==> src/rtl/fpu_job_dispatcher.sv <==
// fpu_job_dispatcher
//   Buffers job descriptors from the scheduler in a small FIFO, issues them
//   one at a time to the FPU, waits for completion and hands a completion
//   record (id, err) back to the scheduler.
//
// Ports
//   clock, reset_n                 clock, asynchronous active-low reset
//   job_valid/job_ready            scheduler -> FIFO enqueue handshake
//   job_op, job_id, job_a..job_d   job descriptor
//   fpu_start                      one-cycle launch pulse to the FPU
//   fpu_op, fpu_a..fpu_d           descriptor of the job at the FPU
//   fpu_done                       FPU finished the current job
//   cmpl_valid/cmpl_ready          completion record handshake
//   cmpl_id, cmpl_err              tag and error flag of the completed job
//   busy                           FIFO non-empty or a job in flight
//
// Build option
//   FPU_DISPATCH_TIMEOUT_EN : enables a WAIT-state watchdog of TIMEOUT cycles
//                             that completes the job with err=1.
module fpu_job_dispatcher #(
    parameter int DEPTH    = 4,
    parameter int HANDLE_W = 64,
    parameter int ID_W     = 8,
    parameter int TIMEOUT  = 65535
) (
    input  logic                clock,
    input  logic                reset_n,
    input  logic                job_valid,
    output logic                job_ready,
    input  logic [5:0]          job_op,
    input  logic [ID_W-1:0]     job_id,
    input  logic [HANDLE_W-1:0] job_a,
    input  logic [HANDLE_W-1:0] job_b,
    input  logic [HANDLE_W-1:0] job_c,
    input  logic [HANDLE_W-1:0] job_d,
    output logic                fpu_start,
    output logic [5:0]          fpu_op,
    output logic [HANDLE_W-1:0] fpu_a,
    output logic [HANDLE_W-1:0] fpu_b,
    output logic [HANDLE_W-1:0] fpu_c,
    output logic [HANDLE_W-1:0] fpu_d,
    input  logic                fpu_done,
    output logic                cmpl_valid,
    input  logic                cmpl_ready,
    output logic [ID_W-1:0]     cmpl_id,
    output logic                cmpl_err,
    output logic                busy
);

    localparam int PTR_W = $clog2(DEPTH);

    typedef struct packed {
        logic [5:0]          op;
        logic [ID_W-1:0]     id;
        logic [HANDLE_W-1:0] a;
        logic [HANDLE_W-1:0] b;
        logic [HANDLE_W-1:0] c;
        logic [HANDLE_W-1:0] d;
    } job_t;

    typedef enum logic [1:0] {IDLE, ISSUE, WAIT, REPORT} state_t;

    // ---------------- FIFO ----------------
    // Pointers carry one extra wrap bit so full and empty are distinguishable.
    job_t             fifo_q [DEPTH];
    logic [PTR_W:0]   wr_ptr_q, wr_ptr_d, rd_ptr_q, rd_ptr_d;
    logic             fifo_empty, fifo_full, push, pop;
    job_t             head;

    assign fifo_empty = (wr_ptr_q == rd_ptr_q);
    assign fifo_full  = (wr_ptr_q[PTR_W] != rd_ptr_q[PTR_W]) &&
                        (wr_ptr_q[PTR_W-1:0] == rd_ptr_q[PTR_W-1:0]);
    assign head       = fifo_q[rd_ptr_q[PTR_W-1:0]];
    assign push       = job_valid && !fifo_full;
    assign job_ready  = !fifo_full;

    always_comb begin
        wr_ptr_d = wr_ptr_q;
        rd_ptr_d = rd_ptr_q;
        if (push) wr_ptr_d = wr_ptr_q + 1'b1;
        if (pop)  rd_ptr_d = rd_ptr_q + 1'b1;
    end

    // Storage needs no reset: an entry is only read after it was written.
    always_ff @(posedge clock) begin
        if (push) fifo_q[wr_ptr_q[PTR_W-1:0]] <= '{op: job_op, id: job_id,
                                                   a: job_a, b: job_b,
                                                   c: job_c, d: job_d};
    end

    // ---------------- control FSM ----------------
    state_t          state_q, state_d;
    job_t            issue_q, issue_d;
    logic            fpu_start_q, fpu_start_d;
    logic            cmpl_valid_q, cmpl_valid_d;
    logic [ID_W-1:0] cmpl_id_q, cmpl_id_d;
    logic            cmpl_err_q, cmpl_err_d;
`ifdef FPU_DISPATCH_TIMEOUT_EN
    localparam logic [15:0] TMO_LAST = 16'(TIMEOUT - 1);
    logic [15:0]     tmo_cnt_q, tmo_cnt_d;
`endif

    // Ops 1..15 go to the FPU; 0 is a NOOP and 16..63 are illegal.
    function automatic logic op_legal(input logic [5:0] op);
        return (op[5:4] == 2'b00) && (op != 6'd0);
    endfunction

    assign pop = (state_q == IDLE) && !fifo_empty;

    always_comb begin
        state_d      = state_q;
        issue_d      = issue_q;
        fpu_start_d  = 1'b0;
        cmpl_valid_d = cmpl_valid_q;
        cmpl_id_d    = cmpl_id_q;
        cmpl_err_d   = cmpl_err_q;
`ifdef FPU_DISPATCH_TIMEOUT_EN
        tmo_cnt_d    = tmo_cnt_q;
`endif
        case (state_q)
            IDLE: if (!fifo_empty) begin
                issue_d     = head;
                state_d     = ISSUE;
                // Registered so the pulse lines up with the ISSUE cycle.
                fpu_start_d = op_legal(head.op);
            end
            ISSUE: begin
                if (op_legal(issue_q.op)) begin
                    state_d = WAIT;
`ifdef FPU_DISPATCH_TIMEOUT_EN
                    tmo_cnt_d = '0;
`endif
                end else begin
                    state_d      = REPORT;
                    cmpl_valid_d = 1'b1;
                    cmpl_id_d    = issue_q.id;
                    cmpl_err_d   = (issue_q.op != 6'd0);
                end
            end
            WAIT: begin
                if (fpu_done) begin
                    state_d      = REPORT;
                    cmpl_valid_d = 1'b1;
                    cmpl_id_d    = issue_q.id;
                    cmpl_err_d   = 1'b0;
                end
`ifdef FPU_DISPATCH_TIMEOUT_EN
                // Next count would hit TIMEOUT: give up on the FPU.
                else if (tmo_cnt_q == TMO_LAST) begin
                    state_d      = REPORT;
                    cmpl_valid_d = 1'b1;
                    cmpl_id_d    = issue_q.id;
                    cmpl_err_d   = 1'b1;
                end else begin
                    tmo_cnt_d = tmo_cnt_q + 16'd1;
                end
`endif
            end
            REPORT: if (cmpl_ready) begin
                state_d      = IDLE;
                cmpl_valid_d = 1'b0;
                issue_d      = '0;    // FPU sees NOOP/zero handles between jobs
            end
            default: state_d = IDLE;
        endcase
    end

    always_ff @(posedge clock or negedge reset_n) begin
        if (!reset_n) begin
            state_q      <= IDLE;
            wr_ptr_q     <= '0;
            rd_ptr_q     <= '0;
            issue_q      <= '0;
            fpu_start_q  <= 1'b0;
            cmpl_valid_q <= 1'b0;
            cmpl_id_q    <= '0;
            cmpl_err_q   <= 1'b0;
`ifdef FPU_DISPATCH_TIMEOUT_EN
            tmo_cnt_q    <= '0;
`endif
        end else begin
            state_q      <= state_d;
            wr_ptr_q     <= wr_ptr_d;
            rd_ptr_q     <= rd_ptr_d;
            issue_q      <= issue_d;
            fpu_start_q  <= fpu_start_d;
            cmpl_valid_q <= cmpl_valid_d;
            cmpl_id_q    <= cmpl_id_d;
            cmpl_err_q   <= cmpl_err_d;
`ifdef FPU_DISPATCH_TIMEOUT_EN
            tmo_cnt_q    <= tmo_cnt_d;
`endif
        end
    end

    assign fpu_start  = fpu_start_q;
    assign fpu_op     = issue_q.op;
    assign fpu_a      = issue_q.a;
    assign fpu_b      = issue_q.b;
    assign fpu_c      = issue_q.c;
    assign fpu_d      = issue_q.d;
    assign cmpl_valid = cmpl_valid_q;
    assign cmpl_id    = cmpl_id_q;
    assign cmpl_err   = cmpl_err_q;
    assign busy       = !fifo_empty || (state_q != IDLE);

endmodule

==> config.mk <==
export PLATFORM = sky130hd
export DESIGN_NAME = fpu_job_dispatcher
export DESIGN_NICKNAME = d
export VERILOG_FILES = /design/src/rtl/fpu_job_dispatcher.sv
export SDC_FILE = /design/constraint.sdc
export NUM_CORES = 1
export LEC_CHECK = 0
export ABC_AREA = 1
export CAP_MARGIN = 10
export CORE_MARGIN = 5
export CORE_UTILIZATION = 61
export DETAILED_ROUTE_END_ITERATION = 12
export PLACE_DENSITY_LB_ADDON = 0.15
export SLEW_MARGIN = 20
export SYNTH_ARGS = -nofsm -noshare
export SYNTH_HDL_FRONTEND = slang
export SYNTH_SLANG_ARGS = --single-unit
==> constraint.sdc <==
create_clock -name clock -period 33.2 [get_ports clock]
set_input_delay 6.64 -clock clock [delete_from_list [all_inputs] [get_ports clock]]
set_output_delay 6.64 -clock clock [all_outputs]
set_load 0.05 [all_outputs]
Yosys cells after proc, flatten, opt, wreduce, memory -nomap -nowiden
Memory sizes are Yosys's and may differ from the RTL's.
Index checks and enable logic that the tools add are counted.
{ "word_totals": {"ff_bits": 289, "latchBits": 0, "ramBits": 1080, "romBits": 0, "word_cells": 69, "n_memories": 1} }
{ "memory_table": {"columns": ["name", "words", "width", "rd", "rd_clocked_by_memory_dff", "write_ports", "line_no", "source"], "rows": [
  ["fifo_q", 4, 270, 1, 0, 1, "65", "job_t fifo_q [DEPTH];"]
]} }
{ "op_classes": {"addsub": 2, "n_mul": 0, "div": 0, "magnitude_cmp": 0, "n_eq_ne": 10, "shift": 0, "muxes": 22, "n_bitwise": 0, "reduce_logical": 21} }
{ "op_table": {"columns": ["op", "count"], "rows": [
  ["$mux 270", 2],
  ["$pmux 270 s2", 1],
  ["$mux 8", 2],
  ["$pmux 8 s2", 1],
  ["$reduce_bool 6->1", 2],
  ["$mux 1", 10],
  ["$reduce_and 3->1", 3],
  ["$ne 2x2->1 const B", 4],
  ["$pmux 2 s4", 1],
  ["$add 3x1->3 const B", 2],
  ["$logic_not 2->1", 3],
  ["$mux 2", 3],
  ["$reduce_bool 2->1", 3],
  ["$logic_and 1x1->1", 5],
  ["$eq 2x2->1 const B", 2],
  ["$reduce_and 4->1", 1],
  ["$eq 3x3->1", 1],
  ["$pmux 1 s3", 1],
  ["$reduce_bool 3->1", 1],
  ["$eq 2x1->1 const B", 1],
  ["$eq 2x2->1", 1],
  ["$logic_not 1->1", 2],
  ["$pmux 1 s2", 1],
  ["$logic_or 1x1->1", 1],
  ["$ne 1x1->1", 1]
]} }

Depth between registers and ports, before layout
{ "logic_depth": {"ltp_word": 6, "ltp_mapped": 11, "ltp_nobuf": 9} }

Worst setup path after synthesis
No wires, ideal clock.
{ "synth_timing": {"kind": "in2reg", "from": "input job_valid", "to": "memory fifo_q[0][0] (netlist bit), enable pin", "setup_time_ns": 0.908, "t_arrival_ns": 18.059, "setup_slack_ns": 14.234, "path_stages": 2, "path_cell_list": "nand2_1 -> nor2_1"} }
{ "synth_between": {"elab_chain_cells": 3} }
{ "synth_rtl": {"columns": ["element", "line_no", "source"], "rows": [
  ["from (decl)", "28", "input logic job_valid,"],
  ["$logic_and 1x1->1", "74", "assign push = job_valid && !fifo_full;"],
  ["$mux 1", "86", "if (push) fifo_q[wr_ptr_q[PTR_W-1:0]] <= '{op: job_op, id: job_id,"],
  ["$mux 1 (not written as such)", "86", null],
  ["to (decl)", "65", null]
]} }
No other way between the ends.

Worst setup path after layout
{ "layout_timing": {"from": "register rd_ptr_q[0]", "to": "output job_ready"} }
{ "layout_between": {"elab_chain_cells": 3} }
{ "layout_rtl": {"columns": ["element", "line_no", "source"], "rows": [
  ["from (decl)", "66", "logic [PTR_W:0] wr_ptr_q, wr_ptr_d, rd_ptr_q, rd_ptr_d;"],
  ["from (signal assigned)", "184", "rd_ptr_q <= rd_ptr_d;"],
  ["$eq 2x2->1", "72", "(wr_ptr_q[PTR_W-1:0] == rd_ptr_q[PTR_W-1:0]);"],
  ["$logic_and 1x1->1", "71", "assign fifo_full = (wr_ptr_q[PTR_W] != rd_ptr_q[PTR_W]) &&"],
  ["$logic_not 1->1", "75", "assign job_ready = !fifo_full;"],
  ["to (decl)", "29", "output logic job_ready,"]
]} }
No other way between the ends.

==> out/summary.json <==
{
  "wl_per_cell_um": 21.30,
  "postCtsResizedCells": 0,
  "postSynthCellCount": 4499,
  "finish.instance_area_sq_um": 63940,
  "critical_path_type": "reg -> out",
  "slew_headroom": 0.2026,
  "drcViolationCount": 0,
  "clockBufferDepth": 3,
  "drc_violation_total_after_the_first_tritonroute_iteration": 3586,
  "cts_setup_buffers": 0,
  "synth.yosys.seq_area_share": 0.7432,
  "synth.largest_area_cell": "edfxtp_1",
  "via_count": 35790,
  "post-synth-top-count-cell": "nand2_1",
  "synth_async_sr_flop_share": 0.2111,
  "ys_top_cells_by_area": "edfxtp_1 61%, dfrtp_1 14%, nand2_1 12%",
  "max_cap_viol_count": 0,
  "hold_end": "fpu_a[16]",
  "synth.cells.most_frequent": "1688 x nand2_1, 1080 x edfxtp_1, 552 x nand3_1, 529 x a21oi_1, 289 x dfrtp_1",
  "total_leakage_power_nw": 25.20,
  "grt_antenna_before_repair": 45,
  "worst_pin_slew_ns": 1.196,
  "outcome": "complete, no violations",
  "worst_setup_slack_for_register_to_register_paths_ns": 27.61,
  "r2r-start": "rd_ptr_q[0]",
  "synth_cell_type_count": 27,
  "timing.critical_path.fanout_max": 131,
  "setup_repair_after_global_routing_missed_its_margin": "no",
  "hpwlAfterDp_mm": 72.55,
  "peakVddDrop_v": 0.00009722,
  "reg_to_reg_endpoint": "fifo_q[1][10]",
  "synthesis.nets": 4784,
  "hold_viol_final": 0,
  "cts-buffers-inserted": 140,
  "ant_nets": 0,
  "cts_tree": "built",
  "count_of_buffers_from_port_buffering": 549,
  "hold_path.class": "reg -> reg",
  "report.final.setup_viol": 0,
  "postSynthAreaPerCell_sq_um": 11.86,
  "die_w_um": 305.8,
  "clockRootBuffer": "clkbuf_16",
  "hold_start": "fpu_a[16]",
  "post_synth_instance_area_sq_um": 53370,
  "fmax_mhz": 96.97,
  "start_kind": "flop",
  "coreArea_sq_um": 86750,
  "die_area_sq_um": 93500,
  "timing.critical_path.arrival_ns": 3.67,
  "io_pins": 550,
  "fillerInstances": 5665,
  "syn_to_final_growth_pct": 19.80,
  "worst_r2r_path_depth": 9,
  "cts.htree.levels": 4,
  "global_route_total_overflow": 0,
  "grt_start_max_net_pins": 234,
  "vias_in_the_first_global_route": 35070,
  "finalClockSkew_ns": 0.01783,
  "end_kind": "output pin",
  "clkSinkCount": 1369,
  "synth_top_flop_cell": "edfxtp_1",
  "clk_pin_slew_worst_paths_ns": 0.06,
  "yosysTopAreaCellShare": 0.6077,
  "max_slew_violations": 0,
  "min_delay_path_depth": 2,
  "placementRows": 108,
  "place_area_sq_um": 59200,
  "synth_warnings": 0,
  "final_nets": 5213,
  "vias_per_cell": 5.738,
  "period_share": 0.3106,
  "power_density_nw_per_um2": 106.3,
  "globalRouteTotalUtil": 0.2786,
  "ctsHoldBuffers": 0,
  "clock_latency_ns": 0.74,
  "global_route_wire_length_before_repair_mm": 203.0,
  "critical_path_required_ns": 26.56,
  "layout-drive-gt1-share": 0.05072,
  "routabilityCongestion": 0.7888,
  "finalWorstPathRequiredPeriod_ns": 10.31,
  "fin_tns_setup_ns": 0,
  "initial_core_util": 0.6152,
  "wirelength_routed_mm": 132.9,
  "synth_seq_cells": 1369,
  "die_height_um": 305.8,
  "synth_enable_flop_cells": 1080,
  "drt_first_pass_iters": 6
}
==> layout make-up <==
class	count	area, sq um	share of cell area
clock inverter	51	530.5	0.008298
timing repair buffer	587	5886	0.09206
multi-input combinational	2811	12110	0.1894
tap	1155	1445	0.02260
inverter	19	86.33	0.001350
clock buffer	210	4119	0.06442
antenna	36	90.09	0.001409
sequential	1369	39670	0.6205
==> worst max-delay path: stages (launching register included) <==
cell,delay [ns]
dfrtp_4,1.01
inv_8,0.49
nand2_1,0.16
nand2_1,0.12
nand4_1,0.25
clkdlybuf4s50_1,0.87
==> metal layers <==
metal,wire length (um),GRT usage,up-vias
met4,4676,0.1254,22
li1,-,-,16510
met3,11020,0.06148,247
met2,65910,0.4508,1538
met1,51110,0.3685,17480
met5,152,0,-
==> where the power goes <==
part | total [mW] | internal (mW) | leakage (nW) | switching [mW]
Sequential | 2.53 | 2.33 | 13.6 | 0.197
Combinational | 2.69 | 0.758 | 9.36 | 1.93
Clock | 1.57 | 0.937 | 2.26 | 0.635
==> registers in the layout (all words and copies together) (netlist names) <==
register,cells
cmpl_valid,1
cmpl_err,1
rd_ptr_q,3
state_q,2
fpu_a,64
issue_q,8
fifo_q,1080
wr_ptr_q,3
fpu_op,6
cmpl_id,8
fpu_b,64
fpu_d,64
fpu_c,64
fpu_start,1
==> logic make-up (layout without fill, tap and decap cells) <==
family | count (synthesis) | after routing | share of synthesized area
simple gates | 2265 | 2265 | 0.1733
flops | 1369 | 1369 | 0.7432
compound gates | 534 | 534 | 0.05012
buf+inv | 319 | 867 | 0.03071
fa+ha+maj | 10 | 10 | 0.002344
xor+xnor | 2 | 2 | 0.0003283
other cells | 0 | 36 | 0
==> placed cells by master (no fill, tap or decap) <==
| cell | n |
|---|---|
| bufinv_16 | 10 |
| inv_1 | 16 |
| o21ai_0 | 4 |
| clkinv_2 | 17 |
| nand4_4 | 1 |
| ha_1 | 10 |
| nor2_4 | 4 |
| edfxtp_1 | 1080 |
| nand3_4 | 1 |
| buf_4 | 30 |
| clkdlybuf4s50_1 | 548 |
| nor2_1 | 11 |
| clkinv_8 | 1 |
| clkinv_1 | 13 |
| inv_8 | 2 |
| xnor2_1 | 1 |
| o21a_1 | 1 |
| or2_4 | 1 |
| clkbuf_1 | 46 |
| dfrtp_1 | 287 |
| buf_8 | 1 |
| nand3_1 | 552 |
| nand2_2 | 1 |
| or2_2 | 1 |
| diode_2 | 36 |
| nand2_1 | 1688 |
| buf_12 | 8 |
| inv_6 | 4 |
| dfrtp_4 | 2 |
| xor2_1 | 1 |
| a21oi_1 | 529 |
| nand4_1 | 4 |
| inv_2 | 1 |
| clkbuf_16 | 150 |
| nand2_8 | 1 |
| clkinvlp_4 | 6 |
| clkbuf_8 | 14 |
==> per-stage QoR <==
stage                     setup slack, ns  cells  hold slack, ns  power (mW)  utilization
final                               22.89   6238          0.4678       6.794       0.7370
after global routing                22.69   6232          0.4884       7.159       0.7368
after CTS                           22.82   6202          0.4716       6.818       0.7359
after detailed placement            22.46   5941          0.4570       5.235       0.6823
after global placement              22.44   5941          0.4509       5.175       0.6823
after floorplan                     14.23   4499          0.4422       4.553            -
==> how the worst max path moves through the flow <==
stage               cells after the start  slack [ns]       endpoint   startpoint
floorplan                               2       14.23   fifo_q[0][0]    job_valid
global placement                        6       22.44  fifo_q[1][18]    job_valid
detailed placement                      6       22.46  fifo_q[1][20]    job_valid
CTS                                     5       22.82      job_ready  rd_ptr_q[0]
global route                            5       22.69      job_ready  rd_ptr_q[0]
finish                                  5       22.89      job_ready  rd_ptr_q[0]
Note: power is estimated with default switching activity, not from simulation.
